===== config.mk =====
export PLATFORM = sky130hd
export DESIGN_NAME = ddrphy_dqsw_lane_train
export DESIGN_NICKNAME = d
export VERILOG_FILES = /design/src/rtl/ddrphy_dqsw_lane_train.sv
export SDC_FILE = /design/constraint.sdc
export NUM_CORES = 1
export LEC_CHECK = 0
export BUFFER_PORTS_ARGS = -buffer_cell sky130_fd_sc_hd__clkbuf_2
export CAP_MARGIN = 20
export CORE_AREA = 2 2 75 112
export CTS_CLUSTER_SIZE = 14
export DETAILED_ROUTE_END_ITERATION = 10
export DIE_AREA = 0 0 77 114
export PLACE_DENSITY = 0.72
export SLEW_MARGIN = 25
export SYNTH_ARGS = -nofsm -noshare
export SYNTH_HDL_FRONTEND = slang
export SYNTH_SLANG_ARGS = --single-unit

===== constraint.sdc =====
create_clock -name FAB_CLK -period 2.5 [get_ports FAB_CLK]
set_input_delay 0 -clock FAB_CLK [delete_from_list [all_inputs] [get_ports FAB_CLK]]
set_output_delay 0 -clock FAB_CLK [all_outputs]
set_load 0.01 [all_outputs]

===== src/rtl/ddrphy_dqsw_lane_train.sv =====
// DQSW write-leveling training engine.
// Lanes are trained one at a time, in ascending order. For each lane the engine loads the delay
// line to tap 0, then repeats clear / settle / sample / evaluate / step, and records the tap of
// the first early-to-late transition of the IOD eye-monitor flags.
//
// Ports
//   FAB_CLK, ARST_N           clock and asynchronous active-low reset
//   START, LANE_MASK          training request and the lanes to train (latched on accept)
//   BUSY, DONE                training status
//   LANE_ERR, TAP_VAL         per-lane failure flag and result tap (lane i at [i*TAP_W +: TAP_W])
//   DELAY_LINE_*              IOD delay-line controls and its out-of-range flag
//   EYE_MONITOR_*             IOD eye-monitor flag clear and EARLY/LATE flags
module ddrphy_dqsw_lane_train #(
  parameter int unsigned NUM_LANES  = 4,
  parameter int unsigned TAP_W      = 8,
  parameter int unsigned MAX_TAPS   = 255,
  parameter int unsigned SETTLE_CYC = 8,
  parameter int unsigned SAMPLE_CYC = 4
) (
  input  logic                       FAB_CLK,
  input  logic                       ARST_N,
  input  logic                       START,
  input  logic [NUM_LANES-1:0]       LANE_MASK,
  output logic                       BUSY,
  output logic                       DONE,
  output logic [NUM_LANES-1:0]       LANE_ERR,
  output logic [NUM_LANES*TAP_W-1:0] TAP_VAL,
  output logic [NUM_LANES-1:0]       DELAY_LINE_LOAD,
  output logic [NUM_LANES-1:0]       DELAY_LINE_MOVE,
  output logic [NUM_LANES-1:0]       DELAY_LINE_DIRECTION,
  input  logic [NUM_LANES-1:0]       DELAY_LINE_OUT_OF_RANGE,
  output logic [NUM_LANES-1:0]       EYE_MONITOR_CLEAR_FLAGS,
  input  logic [NUM_LANES-1:0]       EYE_MONITOR_EARLY,
  input  logic [NUM_LANES-1:0]       EYE_MONITOR_LATE
);

  localparam int unsigned IdxW = (NUM_LANES > 1) ? $clog2(NUM_LANES) : 1;

  typedef enum logic [3:0] {
    StIdle, StSel, StLoad, StClear, StSettle, StSample, StEval, StStep, StFail, StNext, StFin,
    StDone
  } state_e;

  state_e                             st_q;
  logic [NUM_LANES-1:0]               rem_q;     // masked lanes not yet trained
  logic [IdxW-1:0]                    cur_q;     // lane under test
  logic [TAP_W-1:0]                   tap_q;
  logic [7:0]                         cnt_q;
  logic                               early_q, late_q, seen_early_q;
  logic                               busy_q, done_q;
  logic [NUM_LANES-1:0]               lane_err_q;
  logic [NUM_LANES-1:0][TAP_W-1:0]    tap_val_q;
  logic [NUM_LANES-1:0]               load_q, move_q, dir_q, clr_q;

  // Lowest remaining masked lane.
  logic            sel_found;
  logic [IdxW-1:0] sel_idx;
  always_comb begin
    sel_found = 1'b0;
    sel_idx   = '0;
    for (int i = NUM_LANES - 1; i >= 0; i--) begin
      if (rem_q[i]) begin
        sel_found = 1'b1;
        sel_idx   = IdxW'(i);
      end
    end
  end

  // Outputs are registered on entry to the state that owns them, so a pulse is visible exactly
  // while the FSM sits in that state.
  always_ff @(posedge FAB_CLK or negedge ARST_N) begin
    if (!ARST_N) begin
      st_q         <= StIdle;
      rem_q        <= '0;
      cur_q        <= '0;
      tap_q        <= '0;
      cnt_q        <= '0;
      early_q      <= 1'b0;
      late_q       <= 1'b0;
      seen_early_q <= 1'b0;
      busy_q       <= 1'b0;
      done_q       <= 1'b0;
      lane_err_q   <= '0;
      tap_val_q    <= '0;
      load_q       <= '0;
      move_q       <= '0;
      dir_q        <= '0;
      clr_q        <= '0;
    end else begin
      load_q <= '0;
      move_q <= '0;
      clr_q  <= '0;
      case (st_q)
        StIdle, StDone: begin
          if (START) begin
            busy_q     <= 1'b1;
            done_q     <= 1'b0;
            lane_err_q <= '0;
            tap_val_q  <= '0;
            rem_q      <= LANE_MASK;
            st_q       <= StSel;
          end
        end
        StSel: begin
          if (sel_found) begin
            cur_q          <= sel_idx;
            load_q[sel_idx] <= 1'b1;
            dir_q[sel_idx]  <= 1'b1;
            tap_q          <= '0;
            seen_early_q   <= 1'b0;
            st_q           <= StLoad;
          end else begin
            busy_q <= 1'b0;
            done_q <= 1'b1;
            st_q   <= StFin;
          end
        end
        StLoad: begin
          clr_q[cur_q] <= 1'b1;
          st_q         <= StClear;
        end
        StClear: begin
          cnt_q <= '0;
          st_q  <= StSettle;
        end
        StSettle: begin
          if (cnt_q == 8'(SETTLE_CYC - 1)) begin
            cnt_q   <= '0;
            early_q <= 1'b0;
            late_q  <= 1'b0;
            st_q    <= StSample;
          end else begin
            cnt_q <= cnt_q + 8'd1;
          end
        end
        StSample: begin
          early_q <= early_q | EYE_MONITOR_EARLY[cur_q];
          late_q  <= late_q | EYE_MONITOR_LATE[cur_q];
          if (cnt_q == 8'(SAMPLE_CYC - 1)) begin
            st_q <= StEval;
          end else begin
            cnt_q <= cnt_q + 8'd1;
          end
        end
        StEval: begin
          if (DELAY_LINE_OUT_OF_RANGE[cur_q] || (tap_q == TAP_W'(MAX_TAPS) &&
              !(late_q && !early_q && seen_early_q))) begin
            // Failure: flag the lane and send the delay line back to tap 0.
            lane_err_q[cur_q] <= 1'b1;
            tap_val_q[cur_q]  <= tap_q;
            load_q[cur_q]     <= 1'b1;
            st_q              <= StFail;
          end else if (late_q && !early_q && seen_early_q) begin
            // Edge found: the delay line is left at this tap.
            tap_val_q[cur_q] <= tap_q;
            dir_q[cur_q]     <= 1'b0;
            st_q             <= StNext;
          end else begin
            // Early together with late still counts as early.
            if (early_q) seen_early_q <= 1'b1;
            move_q[cur_q] <= 1'b1;
            st_q          <= StStep;
          end
        end
        StStep: begin
          tap_q        <= tap_q + TAP_W'(1);
          clr_q[cur_q] <= 1'b1;
          st_q         <= StClear;
        end
        StFail: begin
          dir_q[cur_q] <= 1'b0;
          st_q         <= StNext;
        end
        StNext: begin
          rem_q[cur_q] <= 1'b0;
          st_q         <= StSel;
        end
        StFin: begin
          st_q <= StDone;
        end
        default: begin
          st_q <= StIdle;
        end
      endcase
    end
  end

  assign BUSY                    = busy_q;
  assign DONE                    = done_q;
  assign LANE_ERR                = lane_err_q;
  assign TAP_VAL                 = tap_val_q;
  assign DELAY_LINE_LOAD         = load_q;
  assign DELAY_LINE_MOVE         = move_q;
  assign DELAY_LINE_DIRECTION    = dir_q;
  assign EYE_MONITOR_CLEAR_FLAGS = clr_q;

endmodule


-- After elaboration in Yosys (flattened, before gate mapping)
Index checks and enable logic that the tools add are counted.
- register bits after elaboration: 83
- input port bits: 19
- word-level logic and storage cells: 155
- add/sub/neg operators: 2
- order comparisons: 4
- equal/unequal tests: 26
- multiplexer cells: 67
- bitwise gates (word level): 7
- reductions and logical operators: 30
- operators by type and width (kind ; count):
    two-way mux 32 bit ; 3
    two-way mux 4 bit ; 18
    one-hot mux 32 bit (2 select lines) ; 1
    one-hot mux 4 bit (10 select lines) ; 1
    bitwise mux 32 bit ; 1
    two-way mux 8 bit ; 4
    one-hot mux 4 bit (2 select lines) ; 3
    one-hot mux 8 bit (3 select lines) ; 1
    inequality test 2 bit (second input constant) ; 11
    two-way mux 1 bit ; 18
    adder 8 x 1 -> 8 bit (second input constant) ; 2
    demux 8 bit (select 2 bit) ; 1
    equality test 4 x 3 -> 1 bit (second input constant) ; 4
    equality test 4 bit (second input constant) ; 4
    one-hot mux 8 bit (2 select lines) ; 1
    one-hot mux 4 bit (3 select lines) ; 1
    AND reduction 3 bit ; 4
    nonzero test 2 bit ; 6
    one-hot mux 1 bit (2 select lines) ; 5
    AND reduction 2 bit ; 5
    bitwise AND 4 bit ; 2
    equality test 4 x 2 -> 1 bit (second input constant) ; 2
    equality test 8 x 2 -> 1 bit (second input constant) ; 1
    equality test 8 x 3 -> 1 bit (second input constant) ; 1
    other kinds (19) ; 36

-- Logic depth before layout (Yosys ltp)
Gate-level depths: netlist of the first run.
- depth in word-level cells: 11
- mapped depth: 7
- mapped depth without buffers: 6

-- Worst setup path after synthesis of the first run
OpenSTA, ideal clock, no wires.
- path type: reg2reg
- start: register cnt_q[0]
- end: register cnt_q[6]
- library setup time: 0.078 ns
- arrival time: 1.850 ns
- data required time: 2.422 ns
- setup slack: 0.573 ns
- stages on the path, launching flop included: 7
- clock period less this slack: 1.927 ns
- cells stage by stage: dfrtp_1 > ha_1 > nor4b_2 > a311oi_2 > o21ai_2 > or4_1 > a21boi_1
- longest elaborated chain between the ends: 3
- elaborated cells between the ends (all ways): 8
- those cells by class: add/sub (1); eq/ne (3); mux (3); reduce/logical (1)
- RTL lines (what ; RTL line ; source):
    start, declared ; 48 ; logic [7:0] cnt_q;
    start signal, assigned ; 133 ; cnt_q <= cnt_q + 8'd1;
    start signal, assigned ; 142 ; cnt_q <= cnt_q + 8'd1;
    adder 8 x 1 -> 8 bit (tied with other cells) ; 133, 142 ;
    two-way mux 8 bit (tied with other cells) ; 139 ; if (cnt_q == 8'(SAMPLE_CYC - 1)) begin
    one-hot mux 8 bit (3 select lines) or AND reduction 2 bit (tied branches) ; -- ;
Parallel ways exist; a longest one is shown, timed or not. The select of a mux whose other input is x is not followed.
A chain may end at the register's enable or synchronous reset.

-- Final worst setup path of the first run
- start: register cnt_q[0]
- end: register cnt_q[7]
Same word-level chain as after synthesis.

==> results.md, run 1 <==
* Status: complete, no violations
* Static leakage at 2.14 nW
* Seq/Total Area, Yosys at a little over half
* Core Box Area at slightly below 8000 sq um
* Flip-flop and latch area at 2080 sq um
* TritonCTS clock tree: yes
* Hold Slack at 97.0 ps
* Top area cells in the synthesized netlist: dfrtp_1 55%, o2bb2ai_1 7.4%, o21ai_0 4.7%
* Worst-margin pin slew at 733 ps
* Synth top area share at between 50 and 60%
* Hold Crit Class: input pin to flip-flop
* Largest net degree at the start of global routing at 84
* Setup tns final at 0 ps
* Met1 Use GR at between 20% and 30%
* Gpl congestion at between 0.8 and 0.9
* Layout Cells excl Fill at 550
* Dpl hpwl at around 6600 um
* Synthesized area per cell at about 11 sq um
* P&R area growth vs syn at 21.9%
* Post-synth top area cell: dfrtp_1
* 1st-iter DRT viols at 224
* Via density at 5.66
* Max Clock Freq at 468 MHz
* Slew Viols, Final at 0
* Pwr Density at 1020 nW/um^2
* M3 GR Usage at around 4.7%
* Async SR Flop Fraction at 100%
* Syn_nets at 382
* Initial antenna violation count at 0
* DR WL/cell at 16.7 um
* Die Span X at approximately 77 um
* Crit share post-route at 85.4%
* Num ports at 73
* Die height at 114 um
* GRT overflow at 0
* Overall Global Routing Usage at 22.1%
* Final #Nets at 461
* Kind of end point of the critical path: flip-flop
* # clock sinks at 83
* # setup viols final at 0
* Post_cts resized at 0
* Routed Wire Length at 9190 um
* Root buf cell: clkbuf_16
* Clock Latency Late Sink at 340 ps
* Area occupied by multi-input gates at 1630 sq um
* Port Buf Inserts at slightly above 70
* Ys flop type: dfrtp_1
* Synth Cell Area at 3800 sq um
* Period minus WS final at 2130 ps
* Total CTS buffers at 9
* Drt drc at 0
* Maximum capacitance violations at 0
* VDD IR max at 0.555 mV
* CP Class: flip-flop to flip-flop
* Vias in the first global route at 3061
* Crit path arrival time at 2390 ps
* DR pass1 iterations at 4
* Ant. Diodes at 0
* Layer with the highest usage: met2
* Yosys reg bits at 83
* Initial Util at 48.1%
* Row count at 40
* # placed instances at 529
* Placement Cell Area at approximately 4300 sq um
* Post-route design area at 4640 sq um
* Clock tree buffer depth at 2
* Clock Pin Slew Worst Setup and Hold Paths at 60 ps
* Routing usage on met2 at a little over a third
* Number of synthesis warnings at 0
* Crit-path max FO at 10
* First-pass GRT wire length at ~15000 um
* # H-tree levels at 3
* RSZ-0062 raised after global routing: false
* Startpoint types: flip-flop
* Clock Skews at 5.92 ps
* Post-synth EDFFs at 0
* Crit path required time at around 2800 ps
* # fillers at 706
* Number of vias in the routed layout at 3112
* Synth cell types at 57
* Final hold vios at 0
* Layout cells sized above 1 at 27.0%
* Die area at 8780 sq um
* Slew margin rel. at 51.2%
* Post-route antenna net violation count at 0
* Synth Instances at 361
where the power goes:
part	switching [W]	leakage, nW	total (W)	internal (W)
Combinational	0.000991	0.892	0.00159	0.000604
Sequential	0.000271	1.10	0.00183	0.00156
Clock	0.000521	0.145	0.00132	0.000800
stage by stage:
stage,setup WS (ps),util (%),power (W)
2_1_floorplan,573,-,0.00290
3_3_place_gp,456,54.1,0.00339
3_5_place_dp,382,54.1,0.00343
4_1_cts,369,58.6,0.00477
5_1_grt,267,58.6,0.00503
6_report,365,58.6,0.00475
path summary, 6_finish.rpt:
kind | slack (ps) | cells past startpoint | endpoint | from
max | 370 | 6 | cnt_q[7] | cnt_q[0]
min | 100 | 3 | st_q[1] | START
max reg2reg | 370 | 6 | cnt_q[7] | cnt_q[0]
min reg2reg | 490 | 1 | TAP_VAL[0] | TAP_VAL[0]
max in group asynchronous | 1730 | 2 | cnt_q[7] | ARST_N
min in group asynchronous | 270 | 2 | cnt_q[5] | ARST_N
critical path: stages, from the launching register on:
cell and delay [ps]:
dfrtp_1 410, ha_1 280, nor4b_2 200, a311oi_2 300, o21ai_2 160, or4_1 530, a21boi_1 170
cell usage in the layout (no fill, tap or decap), types with 3 or more instances in the layout:
cell,n
a21oi_1,7
nor3_1,4
dlygate4sd3_1,5
o2bb2ai_1,32
nand3_2,4
nand2_1,46
o31ai_1,3
nand3_1,13
dfrtp_1,83
buf_4,7
clkbuf_2,71
and3_1,6
xnor2_1,3
a22o_1,3
inv_1,7
clkbuf_16,9
nand2b_1,3
or2_2,3
nor2_1,37
mux4_2,3
nor4_1,3
nand3b_1,4
o21ai_0,36
layer usage:
layer | routed length (um) | share of wire (%)
met1 | 3940 | 43
met2 | 4580 | 50
met3 | 447 | 4.9
met4 | 223 | 2.4
met5 | 0 | 0
state kept, by name (all words and copies together), names as in the netlist:
signal / cells
TAP_VAL: 32
cnt_q: 8
tap_q: 8
DELAY_LINE_DIRECTION: 4
DELAY_LINE_LOAD: 4
DELAY_LINE_MOVE: 4
EYE_MONITOR_CLEAR_FLAGS: 4
LANE_ERR: 4
rem_q: 4
st_q: 4
cur_q: 2
BUSY: 1
DONE: 1
early_q: 1
late_q: 1
seen_early_q: 1
synthesized netlist by cell type (4+ instances only):
master     count
a21oi_1        7
and3_1         6
buf_2          7
clkbuf_1       7
dfrtp_1       83
inv_1          7
nand2_1       46
nand3_1       13
nand3_2        4
nand3b_1       4
nor2_1        37
nor3_1         4
o21ai_0       36
o2bb2ai_1     32
logic make-up after synthesis:
group	count (synthesis)	share of synthesized area [%]
multiplexers	5	2.34
adder cells (fa/ha/maj)	2	0.658
flip-flops	83	54.6
AO/OA/AOI/OAI	107	20.7
buffers and inverters	23	2.53
AND/OR/NAND/NOR	138	18.5
XOR/XNOR	3	0.691
timing repair:
item | 4_1_cts | 5_1_grt
buffers inserted | 0 | 0
endpoints found under the hold margin | 87 | 0
hold buffers | 5 | 0
layout make-up:
class	count	area share [%]
clock buffers	10	5.15
clock inverters	6	1.38
inverters	7	0.567
multi-input cells	255	35.2
flip-flops and latches	83	44.8
well taps	105	2.83
repair buffers	84	10.1
No activity file was read; power rests on OpenSTA's default activity.
==> run 2, diff against run 1 <==
- MAX_ROUTING_LAYER: default -> met4
==> run 2 against run 1 <==
Compared with the run above: fmax is 0.26% lower; clock skew about the same; utilization is the same; sequential cell count unchanged; wire length about the same; sequential power barely moved; largest cell class unchanged; clock-buffer cell count stayed put; non-clock buffer count is the same; combinational power hardly changed; largest power group unchanged; worst setup slack got worse by 5.6 ps; via count is 0.48% lower.
==> results.md, run 2 (same netlist as run 1, synthesis figures left out) <==
* Crit share post-route at 85.6%
* Crit path required time at 2750 ps
* Clock tree buffer depth at 2
* DR pass1 iterations at 4
* Crit path arrival time at 2390 ps
* Ant. Diodes at 0
* Clock power frac at 27.8%
* Largest register FFs at 32
* Placement Cell Area at 4280 sq um
* Flip-flop and latch area at between 2000 and 2500 sq um
* Via density at between 5 and 6
* Drt drc at 0
* Slew Viols, Final at 0
* Clock Latency Late Sink at 340 ps
* P&R area growth vs syn at 21.9%
* Internal at 0.00297 W
* Dpl hpwl at 6560 um
* P_sw at 0.00179 W
* Routed Wire Length at 9190 um
* Crit-path max FO at 10
* GRT overflow at 0
* Maximum capacitance violations at 0
* Clock Pin Slew Worst Setup and Hold Paths at 60 ps
* Comb power frac at about a third
* Hold Crit Class: input pin to flip-flop
* First-pass GRT wire length at about 15000 um
* # clock sinks at 83
* Setup tns final at 0 ps
* # H-tree levels at 3
* Initial antenna violation count at 0
* Vias in the first global route at 3053
* Port Buf Inserts at between 70 and 80
* Clock Skews at about 6.4 ps
* DR WL/cell at 16.7 um
* Status: complete, no violations
* TritonCTS clock tree: yes
* Post-CTS Setup Inserts at 0
* Final hold vios at 0
* Reg power frac at roughly 39%
* Net Sw Frac at 37.6%
* # setup viols final at 0
* Overall Global Routing Usage at between 20% and 30%
* Post-layout util at 58.6%
* Total CTS buffers at 9
* Post-route design area at 4640 sq um
* Row count at 40
* CP Class: flip-flop to flip-flop
* Core Box Area at 7910 sq um
* Most common cell after layout, fill and taps aside: dfrtp_1
* # fillers at 706
* Num ports at 73
* Die height at 114 um
* Die area at 8780 sq um
* 1st-iter DRT viols at 227
* Gpl congestion at ~0.85
* Area occupied by multi-input gates at 1630 sq um
* Final #Nets at 461
* Die Span X at a little under 80 um
* Startpoint types: flip-flop
* Most frequent cells in the layout: 83 x dfrtp_1, 71 x clkbuf_2, 46 x nand2_1
* VDD IR max at 0.555 mV
* Number of vias in the routed layout at 3097
* Worst-margin pin slew at 740 ps
* Root buf cell: clkbuf_16
* Slew margin rel. at 50.7%
* Static leakage at around 2.1 nW
* Initial Util at 48.1%
* Period minus WS final at roughly 2100 ps
* RSZ-0062 raised after global routing: false
* Layout cells sized above 1 at 27.0%
* Tot Pwr at 0.00475 W
* Post-route antenna net violation count at 0
* Pwr Density at 1020 nW/um^2
* Hold Slack at 97.6 ps
* Max Clock Freq at 467 MHz
* Kind of end point of the critical path: flip-flop
* Largest net degree at the start of global routing at 84
run 2: cell counts in the layout (fill, tap and decap cells not counted):
Identical to the previous run, type by type.
run 2: layer usage:
layer  up-vias  routed length [um]  track usage (%)
met3        20                 375             4.51
met2        86                4580             36.5
met1      1522                4010             28.7
li1       1469                   -                -
met5         -                   0                -
met4         0                 233             9.17
run 2: critical path, stage by stage (launching register included):
cell and delay (ps):
dfrtp_1 410, ha_1 280, nor4b_2 200, a311oi_2 300, o21ai_2 160, or4_1 530, a21boi_1 170
run 2: worst paths after layout:
kind / from / endpoint / slack (ps) / depth (start not counted)
min reg2reg: TAP_VAL[0] / TAP_VAL[0] / 490 / 1
max in group asynchronous: ARST_N / cnt_q[7] / 1720 / 2
max reg2reg: cnt_q[0] / cnt_q[7] / 360 / 6
max: cnt_q[0] / cnt_q[7] / 360 / 6
min: START / st_q[1] / 100 / 3
min in group asynchronous: ARST_N / cnt_q[5] / 260 / 2
run 2: layout make-up:
cell class / instances / share of cell area, %
sequential: 83 / 44.8
multi-input combinational: 255 / 35.2
timing repair buffer: 84 / 10.1
clock buffer: 10 / 5.15
tap: 105 / 2.83
clock inverter: 6 / 1.38
inverter: 7 / 0.567
run 2: power by group through the flow:
stage,clock [W],sequential (W),combinational [W]
global placement,0,0.00184,0.00156
global route,0.00140,0.00187,0.00176
finish,0.00132,0.00183,0.00160
CTS,0.00135,0.00183,0.00160
detailed placement,0,0.00185,0.00158
floorplan,0,0.00176,0.00114
run 2: per-stage QoR:
stage,std cells,worst slack [ps]
5_1_grt,550,268
2_1_floorplan,361,573
6_report,550,360
3_3_place_gp,529,456
3_5_place_dp,529,382
4_1_cts,550,369
run 2: timing repair:
action / CTS / global route
hold endpoints to repair: 87 / 0
gates resized for setup: 0 / 0
hold buffers: 5 / 0
